<file path="src/rtl/signed_div_seq_pkg.sv">
// Shared definitions for the sequential signed/unsigned divider.
//   WIDTH    : operand and result width
//   ITER     : shift-subtract iterations per divide
//   CNT_W    : iteration counter width
//   CNT_LAST : counter value of the final iteration
//   state_t  : controller states
package signed_div_seq_pkg;

   localparam int WIDTH = 32;
   localparam int ITER  = 32;
   localparam int CNT_W = 6;

   localparam logic [CNT_W-1:0] CNT_LAST = CNT_W'(ITER - 1);

   typedef enum logic [1:0] {
      IDLE = 2'd0,
      RUN  = 2'd1,
      FIX  = 2'd2,
      DONE = 2'd3
   } state_t;

endpackage

</file>
<file path="src/rtl/cond_negate.sv">
// Conditional two's-complement negation.
//   i_en  : 1 = output the negation of i_val, 0 = pass i_val through
//   i_val : input value
//   o_val : result
module cond_negate
   import signed_div_seq_pkg::*;
(
   input  logic             i_en,
   input  logic [WIDTH-1:0] i_val,
   output logic [WIDTH-1:0] o_val
);

   assign o_val = i_en ? (~i_val + WIDTH'(1)) : i_val;

endmodule

</file>
<file path="src/rtl/signed_div_seq.sv">
// Sequential 32-bit divider, restoring shift-subtract, one iteration per clock.
// Operands are reduced to magnitudes on the accepted start edge; signs are
// reapplied in FIX. Results appear together with a one-cycle ready pulse
// 34 edges after the start edge, independent of operand values.
//   clock     : rising-edge clock
//   reset_n   : asynchronous active-low reset
//   start     : request, sampled only in IDLE
//   signed_en : 1 = two's-complement operands/results, 0 = unsigned
//   dividend  : numerator, captured on the accepted start edge
//   divisor   : denominator, captured on the accepted start edge
//   quotient  : registered quotient, held until the next result
//   remainder : registered remainder, sign follows the dividend
//   exception : divide-by-zero flag, valid with ready and held afterwards
//   busy      : high from the accepted start edge until ready rises
//   ready     : one-cycle result-valid pulse
//
// state | meaning
// ------+---------------------------------------------------------------
// IDLE  | waiting for start
// RUN   | 32 shift-subtract iterations on the magnitudes
// FIX   | apply quotient/remainder signs, force zero results on divide by 0
// DONE  | load output registers and pulse ready on the exit edge
module signed_div_seq
   import signed_div_seq_pkg::*;
(
   input  logic             clock,
   input  logic             reset_n,
   input  logic             start,
   input  logic             signed_en,
   input  logic [WIDTH-1:0] dividend,
   input  logic [WIDTH-1:0] divisor,
   output logic [WIDTH-1:0] quotient,
   output logic [WIDTH-1:0] remainder,
   output logic             exception,
   output logic             busy,
   output logic             ready
);

   state_t           r_state;
   state_t           w_state_nxt;
   logic             w_accept;
   logic             w_iter;
   logic             w_fix;
   logic             w_done;

   // r_q starts as the dividend magnitude and shifts into the quotient.
   logic [WIDTH-1:0] r_q;
   logic [WIDTH-1:0] r_b;
   logic [WIDTH:0]   r_pr;
   logic [CNT_W-1:0] r_cnt;
   logic             r_qneg;
   logic             r_rneg;
   logic             r_dz;

   logic [WIDTH-1:0] w_a_mag;
   logic [WIDTH-1:0] w_b_mag;
   logic [WIDTH-1:0] w_q_fix;
   logic [WIDTH-1:0] w_r_fix;
   logic [WIDTH+1:0] w_shift;
   logic [WIDTH+1:0] w_sub;

   // Magnitudes are kept unsigned, so 0x80000000 becomes 2^31 without loss.
   cond_negate u_neg_dividend (
      .i_en  (signed_en & dividend[WIDTH-1]),
      .i_val (dividend),
      .o_val (w_a_mag)
   );

   cond_negate u_neg_divisor (
      .i_en  (signed_en & divisor[WIDTH-1]),
      .i_val (divisor),
      .o_val (w_b_mag)
   );

   cond_negate u_neg_quotient (
      .i_en  (r_qneg),
      .i_val (r_q),
      .o_val (w_q_fix)
   );

   cond_negate u_neg_remainder (
      .i_en  (r_rneg),
      .i_val (r_pr[WIDTH-1:0]),
      .o_val (w_r_fix)
   );

   // Borrow out of the extra top bit decides whether the trial subtract stands.
   assign w_shift = {r_pr, r_q[WIDTH-1]};
   assign w_sub   = w_shift - {2'b00, r_b};

   always_ff @(posedge clock or negedge reset_n) begin
      if (!reset_n) begin
         r_state <= IDLE;
      end else begin
         r_state <= w_state_nxt;
      end
   end

   always_comb begin
      w_state_nxt = r_state;
      w_accept    = 1'b0;
      w_iter      = 1'b0;
      w_fix       = 1'b0;
      w_done      = 1'b0;
      unique case (r_state)
         IDLE: begin
            if (start) begin
               w_accept    = 1'b1;
               w_state_nxt = RUN;
            end
         end
         RUN: begin
            w_iter = 1'b1;
            if (r_cnt == CNT_LAST) begin
               w_state_nxt = FIX;
            end
         end
         FIX: begin
            w_fix       = 1'b1;
            w_state_nxt = DONE;
         end
         DONE: begin
            w_done      = 1'b1;
            w_state_nxt = IDLE;
         end
         default: begin
            w_state_nxt = IDLE;
         end
      endcase
   end

   always_ff @(posedge clock or negedge reset_n) begin
      if (!reset_n) begin
         r_q       <= '0;
         r_b       <= '0;
         r_pr      <= '0;
         r_cnt     <= '0;
         r_qneg    <= 1'b0;
         r_rneg    <= 1'b0;
         r_dz      <= 1'b0;
         quotient  <= '0;
         remainder <= '0;
         exception <= 1'b0;
         busy      <= 1'b0;
         ready     <= 1'b0;
      end else begin
         ready <= 1'b0;

         if (w_accept) begin
            r_q    <= w_a_mag;
            r_b    <= w_b_mag;
            r_pr   <= '0;
            r_cnt  <= '0;
            r_qneg <= signed_en & (dividend[WIDTH-1] ^ divisor[WIDTH-1]);
            r_rneg <= signed_en & dividend[WIDTH-1];
            r_dz   <= (divisor == '0);
            busy   <= 1'b1;
         end

         if (w_iter) begin
            if (!w_sub[WIDTH+1]) begin
               r_pr <= w_sub[WIDTH:0];
               r_q  <= {r_q[WIDTH-2:0], 1'b1};
            end else begin
               r_pr <= w_shift[WIDTH:0];
               r_q  <= {r_q[WIDTH-2:0], 1'b0};
            end
            r_cnt <= (r_cnt == CNT_LAST) ? '0 : r_cnt + 1'b1;
         end

         if (w_fix) begin
            r_q  <= r_dz ? '0 : w_q_fix;
            r_pr <= r_dz ? '0 : {1'b0, w_r_fix};
         end

         if (w_done) begin
            quotient  <= r_q;
            remainder <= r_pr[WIDTH-1:0];
            exception <= r_dz;
            busy      <= 1'b0;
            ready     <= 1'b1;
         end
      end
   end

endmodule

</file>
<file path="config.mk">
export PLATFORM = sky130hd
export DESIGN_NAME = signed_div_seq
export DESIGN_NICKNAME = d
export VERILOG_FILES = /design/src/rtl/signed_div_seq_pkg.sv /design/src/rtl/cond_negate.sv /design/src/rtl/signed_div_seq.sv
export SDC_FILE = /design/constraint.sdc
export NUM_CORES = 1
export LEC_CHECK = 0
export CAP_MARGIN = 40
export CORE_MARGIN = 4
export CORE_UTILIZATION = 45
export DETAILED_ROUTE_END_ITERATION = 8
export HOLD_SLACK_MARGIN = 0.03
export MAX_ROUTING_LAYER = met4
export PLACE_DENSITY = 0.64
export SLEW_MARGIN = 40
export SYNTH_ARGS = -nofsm -noshare
export SYNTH_HDL_FRONTEND = slang
export SYNTH_SLANG_ARGS = --single-unit
</file>
<file path="constraint.sdc">
create_clock -name clock -period 10.3 [get_ports clock]
set_clock_uncertainty 0.2 [all_clocks]
set_input_delay 2.06 -clock clock [delete_from_list [all_inputs] [get_ports clock]]
set_output_delay 2.06 -clock clock [all_outputs]
set_load 0.05 [all_outputs]
</file>
==> impl_table.tex, run 1 <==
\begin{tabular}{lr}
\hline
Metric & Value \\
\hline
\multicolumn{2}{l}{\textbf{Layout}} \\
\quad Antenna fix cells & 0 \\
\quad Final Cell Area & 14,300 sq um \\
\quad Final non-filler cell total & between 1,500 and 2,000 \\
\quad Nets@finish & 1,622 \\
\quad Layout cells sized above 1 & 9.59\% \\
\quad Growth of design area from synthesis to finish & 19.0\% \\
\multicolumn{2}{l}{\textbf{Routing}} \\
\quad Detail-routed via count per cell & 6.07 \\
\quad Pre-antenna DRT Iters & 6 \\
\quad Number of routed nets with antenna violations & 0 \\
\quad DRC violation total after the first TritonRoute iteration & 1,102 \\
\quad Drt wl/cell & 19.3 microns \\
\quad Overall via count from detail\_route & 11,278 \\
\quad Final wirelength & between 30,000 and 40,000 microns \\
\quad Drc violations & 0 \\
\multicolumn{2}{l}{\textbf{Hold path}} \\
\quad Min-Delay Path Class & flip-flop to flip-flop \\
\multicolumn{2}{l}{\textbf{Placement}} \\
\quad Post-DP Area & 13,600 sq um \\
\quad Inst Count DP & 1,827 \\
\quad Detail Placement HPWL & 25,800 microns \\
\quad Count of buffers from port buffering & around 130 \\
\quad Final weighted congestion of routability-driven global placement & 0.947 \\
\multicolumn{2}{l}{\textbf{Timing}} \\
\quad Maximum frequency from static timing analysis & 0.206 GHz \\
\quad TNS Setup & 0 ns \\
\quad Unrepaired setup endpoints after global routing & no \\
\quad Transition time at the pin with the least slew margin & 0.845 ns \\
\quad Final setup fails & 0 \\
\quad Max\_slew headroom & 43.2\% \\
\quad Max Transition Viols Final & 0 \\
\quad Final critical delay including setup and external delays & just under 5 ns \\
\quad Period utilization & 47.1\% \\
\quad Final Hold Violating Endpoints & 0 \\
\multicolumn{2}{l}{\textbf{Worst setup path}} \\
\quad Kind of critical path & primary input to flip-flop \\
\quad Data required, critical path & around 10 ns \\
\quad CP max FO & 5 \\
\quad Critical path arrival & 4.94 ns \\
\quad Endpoint class of the critical path & flip-flop \\
\quad Crit start category & primary input \\
\multicolumn{2}{l}{\textbf{Synthesis}} \\
\quad Fraction of registers with async set/reset & 100\% \\
\quad Count of cell types in the netlist & 72 \\
\quad Netlist area before placement & 12,000 sq um \\
\quad Number of register bits inferred by synthesis & 175 \\
\quad Mean area per synthesized cell & around 8.4 sq um \\
\quad Net Count, Synth & 1,533 \\
\quad Part of the Yosys area used for sequential elements & a little over a third \\
\quad Number of flops mapped to enable cells by yosys & 0 \\
\quad Top FF cell, synth & sky130\_fd\_sc\_hd\_\_dfrtp\_1 \\
\quad Post-Synthesis Cells & 1,422 \\
\quad Count of warnings emitted by yosys & 0 \\
\multicolumn{2}{l}{\textbf{Floorplan}} \\
\quad Die height & 171 microns \\
\quad Die Outline Area & just under 30,000 sq um \\
\quad Num rows & 59 \\
\quad Starting density of the core & 45.9\% \\
\quad Boundary pin count & 135 \\
\quad Die span in x & 171 microns \\
\quad Core ar. & 26,100 sq um \\
\multicolumn{2}{l}{\textbf{Clock tree}} \\
\quad Number of buffers inserted to repair setup after CTS & 0 \\
\quad Total number of H-tree levels & 4 \\
\quad CTS tree & yes \\
\quad Post-cts sizing count & 0 \\
\quad Hold buffers post-CTS & 0 \\
\quad Buffer depth of the longest clock path & 2 \\
\quad Clock slew seen by the registers of the worst setup and hold paths & 0.07 ns \\
\quad Clock latency on the worst-skew pair & about 0.44 ns \\
\quad Num Clock Sinks & 175 \\
\quad Clock buffers created by TritonCTS & 17 \\
\quad Cell at the root of the clock tree & sky130\_fd\_sc\_hd\_\_clkbuf\_16 \\
\multicolumn{2}{l}{\textbf{GRT}} \\
\quad First-pass GRT wire length & 58,100 microns \\
\quad Vias in the first global route & 10,689 \\
\quad Global-route usage over all layers & 25.3\% \\
\quad Maximum number of pins on one net before global-route repair & just over 70 \\
\quad Antenna violations before repair & 0 \\
\quad Overflow left after global routing & 0 \\
\multicolumn{2}{l}{\textbf{Power and ir drop}} \\
\quad Total power consumption of the routed design & 5.75 mW \\
\quad Reg power frac & $\sim$24\% \\
\quad PwrDens & 403 nW/um\^{}2 \\
\quad Net switching fraction of the power & 50.9\% \\
\quad Total internal power & 2.82 mW \\
\quad Power share of the combinational group & 62.8\% \\
\quad Leakage Power & between 5 and 6 nW \\
\quad Clk pwr share & 13.0\% \\
\quad Sw power & 2.93 mW \\
\quad Highest ir drop seen on vdd & around 0.24 mV \\
\multicolumn{2}{l}{\textbf{Run}} \\
\quad Number of maximum-capacitance constraint violations & 0 \\
\multicolumn{2}{l}{\textbf{Status}} \\
\quad Status & complete, no violations \\
\hline
\end{tabular}
## power by group through the flow
stage / logic, mW / clock network, mW / registers, mW
2_1_floorplan: 2.25 / 0 / 1.66
3_3_place_gp: 3.52 / 0 / 1.39
3_5_place_dp: 3.56 / 0 / 1.40
4_1_cts: 3.59 / 0.758 / 1.39
5_1_grt: 3.96 / 0.790 / 1.44
6_report: 3.61 / 0.748 / 1.39
## final cells by class
type / instances / area, sq um
Multi-Input combinational cell: 1113 / 7160
Timing Repair Buffer: 150 / 1470
Sequential cell: 175 / 4380
Clock inverter: 14 / 238
Tap cell: 335 / 419
Inverter: 54 / 203
Fill cell: 2418 / 11800
Clock buffer: 17 / 425
## cell usage in the layout (no fill, tap or decap), drive strengths merged, types with 46 or more instances in the layout
master         instances
xor2                  46
dfrtp                175
o21ai                150
nor3                  58
a21oi                104
nand2                146
clkdlybuf4s50        133
mux2                  66
nor2                 121
inv                   56
## Yosys cell counts (14+ instances only)
cell type                    n  area (sq um)
sky130_fd_sc_hd__xnor2_1    39           342
sky130_fd_sc_hd__nand4_1    14          87.6
sky130_fd_sc_hd__ha_1       42           526
sky130_fd_sc_hd__or3_1      20           125
sky130_fd_sc_hd__o31ai_1    23           173
sky130_fd_sc_hd__a21oi_1   104           521
sky130_fd_sc_hd__a21o_1     17           128
sky130_fd_sc_hd__nor2_1    121           454
sky130_fd_sc_hd__xor2_1     46           403
sky130_fd_sc_hd__o21ai_0   149           746
sky130_fd_sc_hd__clkbuf_1   73           274
sky130_fd_sc_hd__nor3_1     58           290
sky130_fd_sc_hd__dfrtp_1   175          4380
sky130_fd_sc_hd__nand3_1    23           115
sky130_fd_sc_hd__o211ai_1   18           135
sky130_fd_sc_hd__nor4_1     34           213
sky130_fd_sc_hd__inv_1      54           203
sky130_fd_sc_hd__mux2_2     66           743
sky130_fd_sc_hd__nand2_1   145           544
## path summary, 6_finish.rpt
path,startpoint,end,slack [ns],cells past startpoint
max,divisor[4],r_b[26],5.45,9
min,r_b[10],r_b[10],0.28,2
max reg2reg,r_pr[23],r_pr[11],5.93,9
min reg2reg,r_b[10],r_b[10],0.28,2
max in group asynchronous,reset_n,r_cnt[0],7.37,2
min in group asynchronous,reset_n,r_b[7],1.44,1
## state kept, by name (all words and copies together), names as in the netlist, 2 cells and up
register	count
remainder	32
r_pr	33
r_b	32
r_q	32
r_cnt	6
r_state	2
quotient	32
## cells by family (layout without fill, tap and decap cells)
kind of cell / count (synthesis) / after routing / synth area share [%]
simple gates: 490 / 490 / 19.9
compound gates: 424 / 424 / 22.1
buf+inv: 134 / 235 / 4.20
mux: 71 / 71 / 6.61
fa+ha+maj: 43 / 43 / 4.54
flops: 175 / 175 / 36.5
xor+xnor: 85 / 85 / 6.20
## worst max-delay path, cell delays in order
cell and delay (ns):
sky130_fd_sc_hd__clkdlybuf4s50_1 0.47, sky130_fd_sc_hd__nor4_1 0.54, sky130_fd_sc_hd__and3_1 0.31, sky130_fd_sc_hd__nand2_1 0.12
sky130_fd_sc_hd__or2_2 0.34, sky130_fd_sc_hd__nor4_1 0.66, sky130_fd_sc_hd__a21oi_1 0.17, sky130_fd_sc_hd__xnor2_1 0.20
sky130_fd_sc_hd__o21ai_0 0.09
## per-layer routing
layer / vias up / share of wire, % / GRT usage, %
li1: 5389 / - / -
met1: 5481 / 46 / 35.3
met2: 364 / 47 / 39.0
met3: 44 / 5.1 / 3.13
met4: 0 / 2.0 / 6.92
met5: - / 0 / -
## metrics by stage
step | setup slack, ns | hold slack, ns | util, %
3_5_place_dp | 5.01 | 0.271 | 52.1
4_1_cts | 5.48 | 0.286 | 54.6
3_3_place_gp | 5.09 | 0.267 | 52.0
5_1_grt | 5.20 | 0.311 | 54.7
2_1_floorplan | 5.98 | 0.243 | -
6_report | 5.45 | 0.283 | 54.7
Power figures use the tool's default switching activity.
==> inputs of run 2 (changes only) <==
==> constraint.sdc (replaced) <==
create_clock -name clock -period 4.6 [get_ports clock]
set_clock_uncertainty 0.2 [all_clocks]
set_input_delay 0.92 -clock clock [delete_from_list [all_inputs] [get_ports clock]]
set_output_delay 0.92 -clock clock [all_outputs]
set_load 0.05 [all_outputs]
==> impl_table.tex, run 2 (synthesized netlist as in run 1, its figures left out) <==
\begin{tabular}{lr}
\hline
Metric & Value \\
\hline
\multicolumn{2}{l}{\textbf{Floorplan}} \\
\quad Starting density of the core & 45.9\% (unchanged) \\
\quad Boundary pin count & 135 (unchanged) \\
\quad Die height & 171 microns (unchanged) \\
\quad Die span in x & 171 microns (unchanged) \\
\quad Num rows & 59 (unchanged) \\
\quad Die Outline Area & 29,400 sq um (unchanged) \\
\quad Core ar. & 26,100 sq um (unchanged) \\
\multicolumn{2}{l}{\textbf{GRT}} \\
\quad Overflow left after global routing & 0 (unchanged) \\
\quad Vias in the first global route & 10,786 (+0.91\%) \\
\quad First-pass GRT wire length & 57,500 microns (-0.97\%) \\
\quad Global-route usage over all layers & 25.0\% (-0.27 points) \\
\quad Maximum number of pins on one net before global-route repair & 95 (+32\%) \\
\quad Antenna violations before repair & 0 (unchanged) \\
\multicolumn{2}{l}{\textbf{Layout}} \\
\quad Layout cells sized above 1 & 10.2\% (+0.63 points) \\
\quad Antenna fix cells & 0 (unchanged) \\
\quad Most common cell after layout, fill and taps aside & sky130\_fd\_sc\_hd\_\_dfrtp\_1 \\
\quad Nets@finish & 1,635 (+0.80\%) \\
\quad Largest Register & r\_pr \\
\quad Most used cells in the layout excluding fill and tap cells & 175 x sky130\_fd\_sc\_hd\_\_dfrtp\_1, 149 x sky130\_fd\_sc\_hd\_\_o21ai\_0, 144 x sky130\_fd\_sc\_hd\_\_nand2\_1, 133 x sky130\_fd\_sc\_hd\_\_clkdlybuf4s50\_1, 121 x sky130\_fd\_sc\_hd\_\_nor2\_1 \\
\quad Growth of design area from synthesis to finish & 19.2\% \\
\quad Number of flip-flops under the largest register name & 33 (unchanged) \\
\multicolumn{2}{l}{\textbf{Clock tree}} \\
\quad Hold buffers post-CTS & 0 (unchanged) \\
\quad Number of buffers inserted to repair setup after CTS & 0 (unchanged) \\
\quad CTS tree & yes \\
\quad Cell at the root of the clock tree & sky130\_fd\_sc\_hd\_\_clkbuf\_16 \\
\quad Total number of H-tree levels & 4 (unchanged) \\
\quad Clock latency on the worst-skew pair & 0.44 ns (about the same) \\
\quad Clock buffers created by TritonCTS & 17 (unchanged) \\
\quad Post-cts sizing count & 0 (unchanged) \\
\quad Num Clock Sinks & 175 (unchanged) \\
\quad Buffer depth of the longest clock path & 2 (unchanged) \\
\quad Clock slew seen by the registers of the worst setup and hold paths & 0.07 ns (about the same) \\
\multicolumn{2}{l}{\textbf{Power and ir drop}} \\
\quad Net switching fraction of the power & 52.0\% (+1.0 points) \\
\quad PwrDens & 891 nW/um\^{}2 (+120\%) \\
\quad Power share of the combinational group & 64.5\% (+1.7 points) \\
\quad Total internal power & 6.13 mW (+120\%) \\
\quad Clk pwr share & 11.3\% (-1.7 points) \\
\quad Highest ir drop seen on vdd & 0.420 mV (+74\%) \\
\quad Reg power frac & 24.1\% (about the same) \\
\quad Sw power & 6.62 mW (+130\%) \\
\quad Leakage Power & 5.79 nW (+0.46\%) \\
\multicolumn{2}{l}{\textbf{Placement}} \\
\quad Final weighted congestion of routability-driven global placement & 0.918 (-3.0\%) \\
\quad Count of buffers from port buffering & 134 (unchanged) \\
\quad Detail Placement HPWL & 26,000 microns (+0.69\%) \\
\multicolumn{2}{l}{\textbf{Timing}} \\
\quad Final critical delay including setup and external delays & 3.84 ns \\
\quad Transition time at the pin with the least slew margin & 0.845 ns (+0.0000702 ns) \\
\quad Final setup fails & 0 (unchanged) \\
\quad Period utilization & between 80\% and 90\% \\
\quad Hold Worst Slack & 0.276 ns (-0.00727 ns) \\
\quad TNS Setup & 0 ns (unchanged) \\
\quad Max Transition Viols Final & 0 (unchanged) \\
\quad Maximum frequency from static timing analysis & 0.261 GHz \\
\quad Final Hold Violating Endpoints & 0 (unchanged) \\
\quad Unrepaired setup endpoints after global routing & no \\
\quad Max\_slew headroom & 43.2\% (about the same) \\
\multicolumn{2}{l}{\textbf{Routing}} \\
\quad Metal2 WL & 16,300 microns (-3.1\%) \\
\quad Overall via count from detail\_route & 11,217 (-0.54\%) \\
\quad WL met1 & 16,300 microns (-0.84\%) \\
\quad Detail-routed via count per cell & 5.99 (-1.3\%) \\
\quad DRC violation total after the first TritonRoute iteration & 1,018 (-7.6\%) \\
\quad Top routing layer in use & met4 \\
\quad Drc violations & 0 (unchanged) \\
\quad Detailed-routed wire length on met3 & 2010 microns (+10\%) \\
\quad Drt wl/cell & 19.0 microns (-1.4\%) \\
\quad Pre-antenna DRT Iters & 5 (-1) \\
\quad Final wirelength & 35,600 microns (-0.65\%) \\
\quad Number of routed nets with antenna violations & 0 (unchanged) \\
\multicolumn{2}{l}{\textbf{Status}} \\
\quad Status & complete, no violations \\
\multicolumn{2}{l}{\textbf{Worst setup path}} \\
\quad CP max FO & 25 (+20) \\
\quad Data required, critical path & 4.68 ns (-5.72 ns) \\
\quad Crit start category & flip-flop \\
\quad Endpoint class of the critical path & flip-flop \\
\quad Critical path arrival & 3.92 ns (-1.02 ns) \\
\quad Kind of critical path & flip-flop to flip-flop \\
\multicolumn{2}{l}{\textbf{Run}} \\
\quad Number of maximum-capacitance constraint violations & 0 (unchanged) \\
\multicolumn{2}{l}{\textbf{Hold path}} \\
\quad Min-Delay Path Class & flip-flop to flip-flop \\
\hline
\end{tabular}
run 2: cell types whose count changed in the layout (fill, tap and decap cells not counted), sizes merged:
cell	before	now
clkinv	5	3
bufinv	6	0
clkbuf	17	19
buf	17	29
inv	56	63
clkinvlp	1	2
run 2: metrics by stage:
stage	setup WS, ns	instance area [sq um]	util [%]	cells	power [mW]
finish	0.763	14300	54.8	1872	12.8
global route	0.560	14300	54.8	1872	13.8
CTS	0.818	14300	54.7	1872	12.7
detailed placement	0.708	13700	52.5	1840	11.2
global placement	0.771	13700	52.5	1840	11.1
floorplan	1.32	12000	-	1422	8.74
run 2: cell type report:
type                            count  area [sq um]
Clock buffer                       18           439
Clock inverter                     14           143
Fill cell                        2453         11800
Inverter                           54           203
Multi-Input combinational cell   1113          7150
Sequential cell                   175          4380
Tap cell                          335           419
Timing Repair Buffer              163          1580
run 2: per-layer routing:
metal	GRT usage [%]	vias to the layer above
li1	-	5412
met1	34.3	5420
met2	38.2	333
met3	3.95	52
met4	7.82	0
met5	-	-
run 2: worst paths after layout:
path | start | end | slack [ns] | cells after the start
min in group asynchronous | reset_n | r_b[5] | 0.32 | 1
max | r_pr[22] | r_pr[24] | 0.76 | 10
min | r_cnt[5] | r_cnt[5] | 0.28 | 1
max in group asynchronous | reset_n | quotient[6] | 2.90 | 2
max reg2reg | r_pr[22] | r_pr[24] | 0.76 | 10
min reg2reg | r_cnt[5] | r_cnt[5] | 0.28 | 1
run 2: critical path, stage by stage (launching register included):
cell	delay, ns
sky130_fd_sc_hd__dfrtp_1	0.54
sky130_fd_sc_hd__ha_1	0.47
sky130_fd_sc_hd__nand2_1	0.16
sky130_fd_sc_hd__o21ai_0	0.37
sky130_fd_sc_hd__a21oi_1	0.13
sky130_fd_sc_hd__o221ai_1	0.42
sky130_fd_sc_hd__nor3_1	0.13
sky130_fd_sc_hd__a41o_1	0.22
sky130_fd_sc_hd__buf_4	0.22
sky130_fd_sc_hd__nor2_1	0.62
sky130_fd_sc_hd__o211ai_1	0.20
run 2: power groups by stage:
stage | clock network, mW | registers, mW | logic, mW
after floorplan | 0 | 3.71 | 5.03
after global placement | 0 | 3.08 | 8.06
after global routing | 1.54 | 3.18 | 9.03
final | 1.45 | 3.08 | 8.22
after CTS | 1.47 | 3.07 | 8.19
after detailed placement | 0 | 3.09 | 8.14
==> inputs of run 3 (changes only) <==
==> constraint.sdc (replaced) <==
create_clock -name clock -period 3.79 [get_ports clock]
set_clock_uncertainty 0.2 [all_clocks]
set_input_delay 0.758 -clock clock [delete_from_list [all_inputs] [get_ports clock]]
set_output_delay 0.758 -clock clock [all_outputs]
set_load 0.05 [all_outputs]
==> impl_table.tex, run 3 (synthesized netlist as in run 1, its figures left out) <==
\begin{tabular}{lr}
\hline
Metric & Value \\
\hline
\multicolumn{2}{l}{\textbf{Worst setup path}} \\
\quad Largest stage delay, worst path & 0.62 ns (about the same) \\
\quad Critical path buffer and inverter count & 1 (unchanged) \\
\quad Cell type group with the largest total delay on the critical path & simple AND/OR/NAND/NOR gates \\
\quad Max stage delay cell, worst path & sky130\_fd\_sc\_hd\_\_or4\_4 \\
\quad Cells along the critical path & inv\_1 -> ha\_1 -> or3b\_1 -> or4\_4 -> nor4\_4 -> nand2\_2 -> or3\_4 -> or3\_1 -> a22oi\_1 -> o221ai\_1 \\
\quad Critical path arrival & 3.76 ns (-0.16 ns) \\
\quad Endpoint class of the critical path & flip-flop \\
\quad Setup slack of the worst register-to-register path & 0.12 ns (-0.64 ns) \\
\quad CP max FO & 7 (-72\%) \\
\quad Worst r2r src & r\_pr[0] \\
\quad Data required, critical path & 3.89 ns (-0.79 ns) \\
\quad Crit start category & flip-flop \\
\quad Number of cells on the worst reg-to-reg path & 10 (unchanged) \\
\quad Kind of critical path & flip-flop to flip-flop \\
\quad Worst R2R End & r\_pr[30] \\
\multicolumn{2}{l}{\textbf{Placement}} \\
\quad Count of buffers from port buffering & 134 (unchanged) \\
\quad Detail Placement HPWL & 26,700 microns (+2.9\%) \\
\quad Final weighted congestion of routability-driven global placement & 0.921 (+0.34\%) \\
\quad Post-Place Setup Slack & -0.0217 ns (-0.730 ns) \\
\multicolumn{2}{l}{\textbf{Routing}} \\
\quad DRC violation total after the first TritonRoute iteration & 985 (-3.2\%) \\
\quad Drc violations & 0 (unchanged) \\
\quad Final wirelength & 36,300 microns (+2.0\%) \\
\quad Overall via count from detail\_route & 11,463 (+2.2\%) \\
\quad Pre-antenna DRT Iters & 8 (+3) \\
\quad Number of routed nets with antenna violations & 0 (unchanged) \\
\quad Detail-routed via count per cell & 6.00 (+0.16\%) \\
\quad Drt wl/cell & 19.0 microns (about the same) \\
\multicolumn{2}{l}{\textbf{Status}} \\
\quad Status & complete, no violations \\
\multicolumn{2}{l}{\textbf{GRT}} \\
\quad Global-route met3 utilization & 4.23\% (+0.28 points) \\
\quad Maximum number of pins on one net before global-route repair & 71 (-25\%) \\
\quad Global-route usage over all layers & 25.4\% (+0.44 points) \\
\quad GR Util met2 & 40.1\% (+1.9 points) \\
\quad Vias in the first global route & 10,957 (+1.6\%) \\
\quad Busiest metal layer after global routing & met2 \\
\quad First-pass GRT wire length & 58,600 microns (+1.9\%) \\
\quad Antenna violations before repair & 0 (unchanged) \\
\quad Met1 layer usage reported by global route & 34.8\% (+0.50 points) \\
\quad Overflow left after global routing & 0 (unchanged) \\
\multicolumn{2}{l}{\textbf{Power and ir drop}} \\
\quad Reg power frac & 22.9\% (-1.2 points) \\
\quad PwrDens & 1090 nW/um\^{}2 (+22\%) \\
\quad Leakage Power & 6.00 nW (+3.5\%) \\
\quad Clk pwr share & 11.0\% (-0.3 points) \\
\quad Highest ir drop seen on vdd & 0.541 mV (+29\%) \\
\quad Net switching fraction of the power & 51.3\% (-0.62 points) \\
\quad Total internal power & 7.75 mW (+26\%) \\
\quad Power share of the combinational group & 66.1\% (+1.6 points) \\
\quad Sw power & 8.17 mW (+23\%) \\
\multicolumn{2}{l}{\textbf{Clock tree}} \\
\quad Cell at the root of the clock tree & sky130\_fd\_sc\_hd\_\_clkbuf\_16 \\
\quad Num Clock Sinks & 175 (unchanged) \\
\quad Hold buffers post-CTS & 0 (unchanged) \\
\quad Clock latency on the worst-skew pair & 0.44 ns (about the same) \\
\quad Number of buffers inserted to repair setup after CTS & 0 (unchanged) \\
\quad Post-cts sizing count & 0 (unchanged) \\
\quad Clock buffers created by TritonCTS & 17 (unchanged) \\
\quad Buffer depth of the longest clock path & 2 (unchanged) \\
\quad CTS tree & yes \\
\quad Clock slew seen by the registers of the worst setup and hold paths & 0.07 ns (about the same) \\
\quad Total number of H-tree levels & 4 (unchanged) \\
\multicolumn{2}{l}{\textbf{Timing}} \\
\quad Final setup fails & 0 (unchanged) \\
\quad Period utilization & 96.7\% (+13 points) \\
\quad Final critical delay including setup and external delays & 3.67 ns (-0.172 ns) \\
\quad Unrepaired setup endpoints after global routing & no \\
\quad Worst Slack Setup Final & 0.125 ns (-0.638 ns) \\
\quad Max\_slew headroom & 46.2\% (+3.0 points) \\
\quad Hold Worst Slack & 0.0645 ns (-0.212 ns) \\
\quad Max Transition Viols Final & 0 (unchanged) \\
\quad Transition time at the pin with the least slew margin & 0.805 ns (-0.0399 ns) \\
\quad Maximum frequency from static timing analysis & 0.273 GHz (+4.7\%) \\
\quad Final Hold Violating Endpoints & 0 (unchanged) \\
\multicolumn{2}{l}{\textbf{Floorplan}} \\
\quad Starting density of the core & 45.9\% (unchanged) \\
\quad Die Outline Area & 29,400 sq um (unchanged) \\
\quad Boundary pin count & 135 (unchanged) \\
\quad Num rows & 59 (unchanged) \\
\quad Die height & 171 microns (unchanged) \\
\quad Core ar. & 26,100 sq um (unchanged) \\
\quad Die span in x & 171 microns (unchanged) \\
\multicolumn{2}{l}{\textbf{Layout}} \\
\quad Most used cells in the layout excluding fill and tap cells & 175 x sky130\_fd\_sc\_hd\_\_dfrtp\_1, 149 x sky130\_fd\_sc\_hd\_\_o21ai\_0, 144 x sky130\_fd\_sc\_hd\_\_nand2\_1, 133 x sky130\_fd\_sc\_hd\_\_clkdlybuf4s50\_1, 121 x sky130\_fd\_sc\_hd\_\_nor2\_1 \\
\quad Layout cells sized above 1 & 12.3\% (+2.1 points) \\
\quad Largest Register & r\_pr \\
\quad Area occupied by registers & 4380 sq um (unchanged) \\
\quad Final Util & 56.0\% (+1.2 points) \\
\quad Combined area of the multi-input logic cells & 7150 sq um (-0.10\%) \\
\quad Number of flip-flops under the largest register name & 33 (unchanged) \\
\quad Nets@finish & 1,673 (+2.3\%) \\
\quad Growth of design area from synthesis to finish & 21.8\% \\
\quad Antenna fix cells & 0 (unchanged) \\
\quad Filler Cell Count & 2,480 (+1.1\%) \\
\quad Most common cell after layout, fill and taps aside & sky130\_fd\_sc\_hd\_\_dfrtp\_1 \\
\multicolumn{2}{l}{\textbf{Hold path}} \\
\quad Min-Delay Path Class & primary input to async pin \\
\multicolumn{2}{l}{\textbf{Run}} \\
\quad Number of maximum-capacitance constraint violations & 0 (unchanged) \\
\hline
\end{tabular}
[run 3: changes by cell type in the layout (fill, tap and decap cells not counted), sizes merged]
cell / before / now
clkinvlp: 2 / 1
clkbuf: 19 / 18
inv: 63 / 62
buf: 29 / 68
clkinv: 3 / 5
[run 3: per-stage QoR]
step           cell area, sq um  TNS, ns  power [mW]  instances
5_1_grt                   14600        0        17.1       1910
6_report                  14600        0        15.9       1910
3_5_place_dp              14000  -0.0217        14.0       1878
4_1_cts                   14600        0        15.9       1910
2_1_floorplan             12000        0        10.6       1422
3_3_place_gp              14000        0        13.9       1878
[run 3: power groups by stage]
stage / Combinational (mW) / Sequential, mW / Clock [mW]
final: 10.5 / 3.65 / 1.75
after global routing: 11.5 / 3.77 / 1.87
after CTS: 10.4 / 3.64 / 1.79
after detailed placement: 10.4 / 3.67 / 0
after global placement: 10.3 / 3.65 / 0
after floorplan: 6.10 / 4.50 / 0
[run 3: metal layers]
layer | vias up | share of wire [%]
met2 | 425 | 47
met5 | - | 0
met3 | 31 | 6.3
li1 | 5480 | -
met1 | 5527 | 45
met4 | 0 | 1.2
[run 3: cell type report]
class	instances	area share [%]
Multi-Input combinational cell	1113	48.9
Timing Repair Buffer	201	13.0
Clock inverter	14	0.967
Tap cell	335	2.87
Clock buffer	18	3.00
Inverter	54	1.39
Sequential cell	175	29.9
[run 3: worst max path at each step]
| stage | to | start | cells after the start |
|---|---|---|---|
| floorplan | r_pr[30] | r_pr[0] | 10 |
| global placement | r_b[27] | divisor[2] | 9 |
| detailed placement | r_b[27] | divisor[2] | 9 |
| CTS | r_pr[30] | r_pr[0] | 10 |
| global route | r_pr[30] | r_pr[0] | 10 |
| finish | r_pr[30] | r_pr[0] | 10 |
[run 3: worst register-to-register path, stage by stage, from the launching register on]
cell and delay, ns:
sky130_fd_sc_hd__dfrtp_1 0.50, sky130_fd_sc_hd__inv_1 0.15, sky130_fd_sc_hd__ha_1 0.20, sky130_fd_sc_hd__or3b_1 0.44, sky130_fd_sc_hd__or4_4 0.62, sky130_fd_sc_hd__nor4_4 0.35
sky130_fd_sc_hd__nand2_2 0.11, sky130_fd_sc_hd__or3_4 0.36, sky130_fd_sc_hd__or3_1 0.31, sky130_fd_sc_hd__a22oi_1 0.18, sky130_fd_sc_hd__o221ai_1 0.14
